==> config.mk <==
export PLATFORM = sky130hd
export DESIGN_NAME = digit_entry_accum
export DESIGN_NICKNAME = d
export VERILOG_FILES = /design/src/rtl/digit_entry_accum.sv
export SDC_FILE = /design/constraint.sdc
export NUM_CORES = 1
export LEC_CHECK = 0
export CORE_MARGIN = 2
export CORE_UTILIZATION = 40
export DETAILED_ROUTE_END_ITERATION = 6
export MAX_ROUTING_LAYER = met4
export PLACE_DENSITY = 0.69
export REMOVE_ABC_BUFFERS = 1
export SLEW_MARGIN = 10
export SYNTH_ARGS = -nofsm -noshare
export SYNTH_HDL_FRONTEND = slang
export SYNTH_SLANG_ARGS = --single-unit
==> constraint.sdc <==
create_clock -name CLOCK_50 -period 2.79 [get_ports CLOCK_50]
set_input_delay 0.558 -clock CLOCK_50 [delete_from_list [all_inputs] [get_ports CLOCK_50]]
set_output_delay 0.558 -clock CLOCK_50 [all_outputs]
set_load 0.02 [all_outputs]
==> src/rtl/digit_entry_accum.sv <==
`default_nettype none
// ============================================================================
// Module  : digit_entry_accum
// Brief   : Decimal keypad digit buffer with multi-cycle Horner binary convert.
// Revision: 1.0
// ============================================================================
module digit_entry_accum #(
   parameter int DIGITS = 3,
   parameter int WIDTH  = 10
) (
   input  logic                         CLOCK_50,
   input  logic                         reset,
   input  logic                         key_valid,
   input  logic [3:0]                   key_code,
   output logic                         key_ready,
   input  logic                         result_ack,
   output logic [WIDTH-1:0]             number,
   output logic [$clog2(DIGITS+1)-1:0]  digit_count,
   output logic                         result_valid,
   output logic                         overflow
);

   localparam int CW = $clog2(DIGITS + 1);
   localparam int IW = (DIGITS > 1) ? $clog2(DIGITS) : 1;

   typedef enum logic [1:0] {
      S_IDLE   = 2'd0,
      S_ENTRY  = 2'd1,
      S_CALC   = 2'd2,
      S_RESULT = 2'd3
   } state_t;

   state_t           r_state;
   logic [3:0]       r_d [DIGITS];
   logic [CW-1:0]    r_count;
   logic [WIDTH-1:0] r_acc;
   logic [WIDTH-1:0] r_number;
   logic [IW-1:0]    r_idx;
   logic             r_result_valid;
   logic             r_overflow;

   logic             w_accept;
   logic [WIDTH+3:0] w_acc_ext;
   logic [WIDTH-1:0] w_step;

   assign key_ready    = (r_state == S_IDLE) || (r_state == S_ENTRY);
   assign w_accept     = key_valid && key_ready;
   assign number       = r_number;
   assign digit_count  = r_count;
   assign result_valid = r_result_valid;
   assign overflow     = r_overflow;

   // acc*10 built from shifts in a 4-bit-wider field; the WIDTH rule keeps the truncation lossless
   assign w_acc_ext = {4'd0, r_acc};
   assign w_step    = WIDTH'(((w_acc_ext << 3) + (w_acc_ext << 1)) + (WIDTH + 4)'(r_d[r_idx]));

   always_ff @(posedge CLOCK_50 or negedge reset) begin
      if (!reset) begin
         r_state        <= S_IDLE;
         r_count        <= '0;
         r_acc          <= '0;
         r_number       <= '0;
         r_idx          <= '0;
         r_result_valid <= 1'b0;
         r_overflow     <= 1'b0;
         for (int i = 0; i < DIGITS; i++) r_d[i] <= 4'd0;
      end else begin
         r_overflow <= 1'b0;
         case (r_state)
            S_IDLE, S_ENTRY: begin
               if (w_accept) begin
                  if (key_code <= 4'd9) begin
                     if (r_count == CW'(DIGITS)) begin
                        r_overflow <= 1'b1;
                     end else if (!(key_code == 4'd0 && r_count == '0)) begin
                        for (int i = DIGITS - 1; i > 0; i--) r_d[i] <= r_d[i-1];
                        r_d[0]  <= key_code;
                        r_count <= r_count + CW'(1);
                        r_acc   <= '0;
                        r_idx   <= IW'(DIGITS - 1);
                        r_state <= S_CALC;
                     end
                  end else if (key_code == 4'hA) begin
                     if (r_count != '0) begin
                        for (int i = 0; i < DIGITS - 1; i++) r_d[i] <= r_d[i+1];
                        r_d[DIGITS-1] <= 4'd0;
                        r_count       <= r_count - CW'(1);
                        r_acc         <= '0;
                        r_idx         <= IW'(DIGITS - 1);
                        r_state       <= S_CALC;
                     end
                  end else if (key_code == 4'hB) begin
                     for (int i = 0; i < DIGITS; i++) r_d[i] <= 4'd0;
                     r_count  <= '0;
                     r_number <= '0;
                     r_state  <= S_IDLE;
                  end else if (key_code == 4'hC) begin
                     if (r_count != '0) begin
                        r_result_valid <= 1'b1;
                        r_state        <= S_RESULT;
                     end
                  end
               end
            end
            S_CALC: begin
               // number is only written on the final step so it never shows a partial value
               r_acc <= w_step;
               if (r_idx == '0) begin
                  r_number <= w_step;
                  r_state  <= (r_count != '0) ? S_ENTRY : S_IDLE;
               end else begin
                  r_idx <= r_idx - IW'(1);
               end
            end
            S_RESULT: begin
               if (result_ack) begin
                  for (int i = 0; i < DIGITS; i++) r_d[i] <= 4'd0;
                  r_count        <= '0;
                  r_number       <= '0;
                  r_result_valid <= 1'b0;
                  r_state        <= S_IDLE;
               end
            end
            default: r_state <= S_IDLE;
         endcase
      end
   end

endmodule
`default_nettype wire
==> impl_metrics.csv, run 1 <==
group,metric,value,unit
pwr,clock_power_share,0.122,
route,vias,2016,
synth,syn_area_per_cell,9.926,um2
synth,ys_warn_count,0,
synth,syn-cell-area,2531,um2
critical_path,reg2reg_slack,0.14,ns
critical_path,critPathRequiredTime,2.94,ns
critical_path,r2r-start,"r_idx[1]$_DFFE_PN0P_",
place,place_congestion,0.8228,
die,die_w,83.55,um
timing,fin_tns_setup,0,ns
route,vias_per_cell,5.616,
grt,grt_pass1_wl,9.549,mm
die,dieArea,6981,um2
die,dieHeight,83.55,um
critical_path,critPathLaunch,"r_idx[1]$_DFFE_PN0P_",
critical_path,worstSetupPathType,"reg -> reg",
clock_network,cts-root-buf,"clkbuf_8",
synth,ys.flop_type,"dfrtp_1",
finish,n_fill_cell,562,
critical_path,r2r-end,"number[9]$_DFFE_PN0P_",
synth,synthArstFlopShare,1.000,
timing,rsz0062_at_grt,"false",
clock_network,holdBufCountCts,0,
pwr,power_density,1179,nW/um2
finish,antenna_cells,0,
die,core_area,6026,um2
timing,fin_skew,0.008306,ns
clock_network,clock_path_buffers,2,
critical_path,crit_end,"number[9]$_DFFE_PN0P_",
synth,synth-seq-cells,39,
timing,maxSlewHeadroom,0.4135,
clock_network,clk_latency,0.29,ns
finish,nets,310,
finish,final_cell_mix,"dfrtp_1, clkdlybuf4s50_1, inv_1",
clock_network,clk_pin_slew_worst_paths,0.08,ns
hold_path,min_path_type,"in -> async",
pwr,p_int,0.001977,W
timing,drv_slew,0,
route,ant_nets,0,
die,rows,28,
route,wl_per_cell,15.53,um
finish,drive_above_1_share,0.1866,
grt,grt_use_total,0.1723,
synth,netlist_instances,255,
route,drtIter0Drc,82,
timing,fmax,377.8,MHz
pwr,seqPwrFrac,0.299,
pwr,p_comb_frac,0.580,
grt,antenna_found_initial,0,
die,initial_core_util,0.4201,
finish,instances_no_fill,359,
timing,setup_violations,0,
synth,synth_area_leaders,"dfrtp_1, ha_1, o21ai_0",
grt,grt_pass1_vias,1975,
place,placed_cells,349,
critical_path,crit_fanout,5,
timing,finalCritPeriodShare,0.9486,
clock_network,cts_tree,"yes",
timing,final-hold-violation-count,0,
grt,grt-ovfl-total,0,
synth,synth_cell_types,60,
route,drc_errors,0,
pwr,swShare,0.4376,
die,io_pins,23,
grt,grt_max_degree,40,
critical_path,end_kind,"flip-flop",
pwr,p_sw,0.001538,W
outcome,outcome,"completed",
clock_network,cts_made_buffers,5,
place,portBuffers,22,
clock_network,clock_sinks,39,
synth,synth_area_leader_cell,"dfrtp_1",
timing,worstMarginPinSlew,0.8797,ns
pwr,ir_drop,0.4859,mV
critical_path,reg2reg_depth,10,
place,hpwl,4.100,mm
synth,seq_area_frac_synth,0.3856,
synth,synth_edf_count,0,
clock_network,cts_max_level,2,
route,totalWireLength,5.575,mm
place,placed_area,2829,um2
synth,yosysTopAreaCellShare,0.3856,
finish,fin_area,2982,um2
critical_path,startpoint_type,"flip-flop",
timing,timing.final.crit_period,2.647,ns
finish,final_common_cell,"dfrtp_1",
finish,area_delta_synth_final,17.80,%
critical_path,arrival,2.80,ns
flow_run,maxCapViolCount,0,
pwr,p_leak,1.336,nW
route,drt_pre_antenna_iters,4,
## metal layers
layer	part of all wire	global-route usage
met5	0	-
met4	0.020	0.06158
met3	0.041	0.04055
met2	0.49	0.2647
met1	0.45	0.2237
## cell usage after synthesis, drive strengths merged (4+ instances only)
master,n
mux2,4
dfrtp,39
nand3,8
a22oi,6
o21a,6
buf,11
nor2b,5
a31oi,5
o21ai,25
nand2,13
a21o,4
mux2i,7
ha,17
inv,20
and2,4
a21oi,13
nor2,18
## kinds of logic (layout without fill, tap and decap cells)
family                   Yosys count  count (layout)  share of synthesized area
multiplexers                      11              11                    0.04548
buffers and inverters             33              62                    0.06871
AO/OA/AOI/OAI                     83              83                     0.2437
adder cells (fa/ha/maj)           19              19                    0.09985
XOR/XNOR                           4               4                    0.01384
AND/OR/NAND/NOR                   66              66                     0.1429
flip-flops                        39              39                     0.3856
## cell type report
class,count,area (um2),share of cell area
Clock inverter,1,7.507,0.002518
Sequential cell,39,978.4,0.3282
Multi-Input combinational cell,183,1413,0.4738
Clock buffer,7,96.34,0.03231
Tap cell,75,93.84,0.03147
Inverter,20,75.07,0.02518
Timing Repair Buffer,34,317.8,0.1066
## worst max-delay path: stages, from the launching register on
cell     delay, ns
dfrtp_2       0.45
buf_4         0.15
nor2_4        0.12
a21oi_2       0.08
fa_1          0.56
inv_1         0.06
ha_1          0.30
a21o_1        0.19
a221o_1       0.33
mux2i_1       0.15
nand4_1       0.11
## registers in the layout (all words and copies together) (netlist names)
register,flops
result_valid,1
r_idx,2
overflow,1
r_acc,9
number,10
r_state,2
r_d,12
digit_count,2
## power by group through the flow
stage          clock network, W  registers [W]  logic, W
6_report               0.000427        0.00105   0.00204
3_5_place_dp                  0        0.00106   0.00195
5_1_grt                0.000470        0.00108   0.00226
3_3_place_gp                  0        0.00105   0.00190
4_1_cts                0.000442        0.00105   0.00196
2_1_floorplan                 0        0.00109   0.00126
## what timing repair did
item,4_1_cts,5_1_grt
setup endpoints to repair,0,8
gates resized for setup,0,9
setup buffers,0,2
## stage by stage
step	util	setup WS [ns]	hold WS [ns]	total power, W
after floorplan	-	0.2630	0.2624	0.002344
after global placement	0.4695	0.1656	0.4719	0.002955
after detailed placement	0.4695	0.09593	0.4820	0.003009
after CTS	0.4867	0.06437	0.4102	0.003452
after global routing	0.4948	0.01012	0.4386	0.003811
final	0.4948	0.1433	0.3791	0.003515
## worst min-delay path by stage
stage                            endpoint  slack, ns
2_1_floorplan  digit_count[0]$_DFFE_PN0P_       0.26
3_3_place_gp         r_acc[7]$_DFFE_PN0P_       0.47
3_5_place_dp        number[6]$_DFFE_PN0P_       0.48
4_1_cts        digit_count[1]$_DFFE_PN0P_       0.41
5_1_grt        digit_count[0]$_DFFE_PN0P_       0.44
6_report       digit_count[0]$_DFFE_PN0P_       0.38
Power figures use the tool's default switching activity.
==> run 2: changes to the inputs <==
--- a/config.mk
+++ b/config.mk
@@ -8,6 +8,7 @@
 export CORE_MARGIN = 2
 export CORE_UTILIZATION = 40
 export DETAILED_ROUTE_END_ITERATION = 6
+export HOLD_SLACK_MARGIN = 0.03
 export MAX_ROUTING_LAYER = met4
 export PLACE_DENSITY = 0.69
 export REMOVE_ABC_BUFFERS = 1
==> results of run 2 <==
Same layout as run 1: the final DEF is identical, and so are final timing and power.
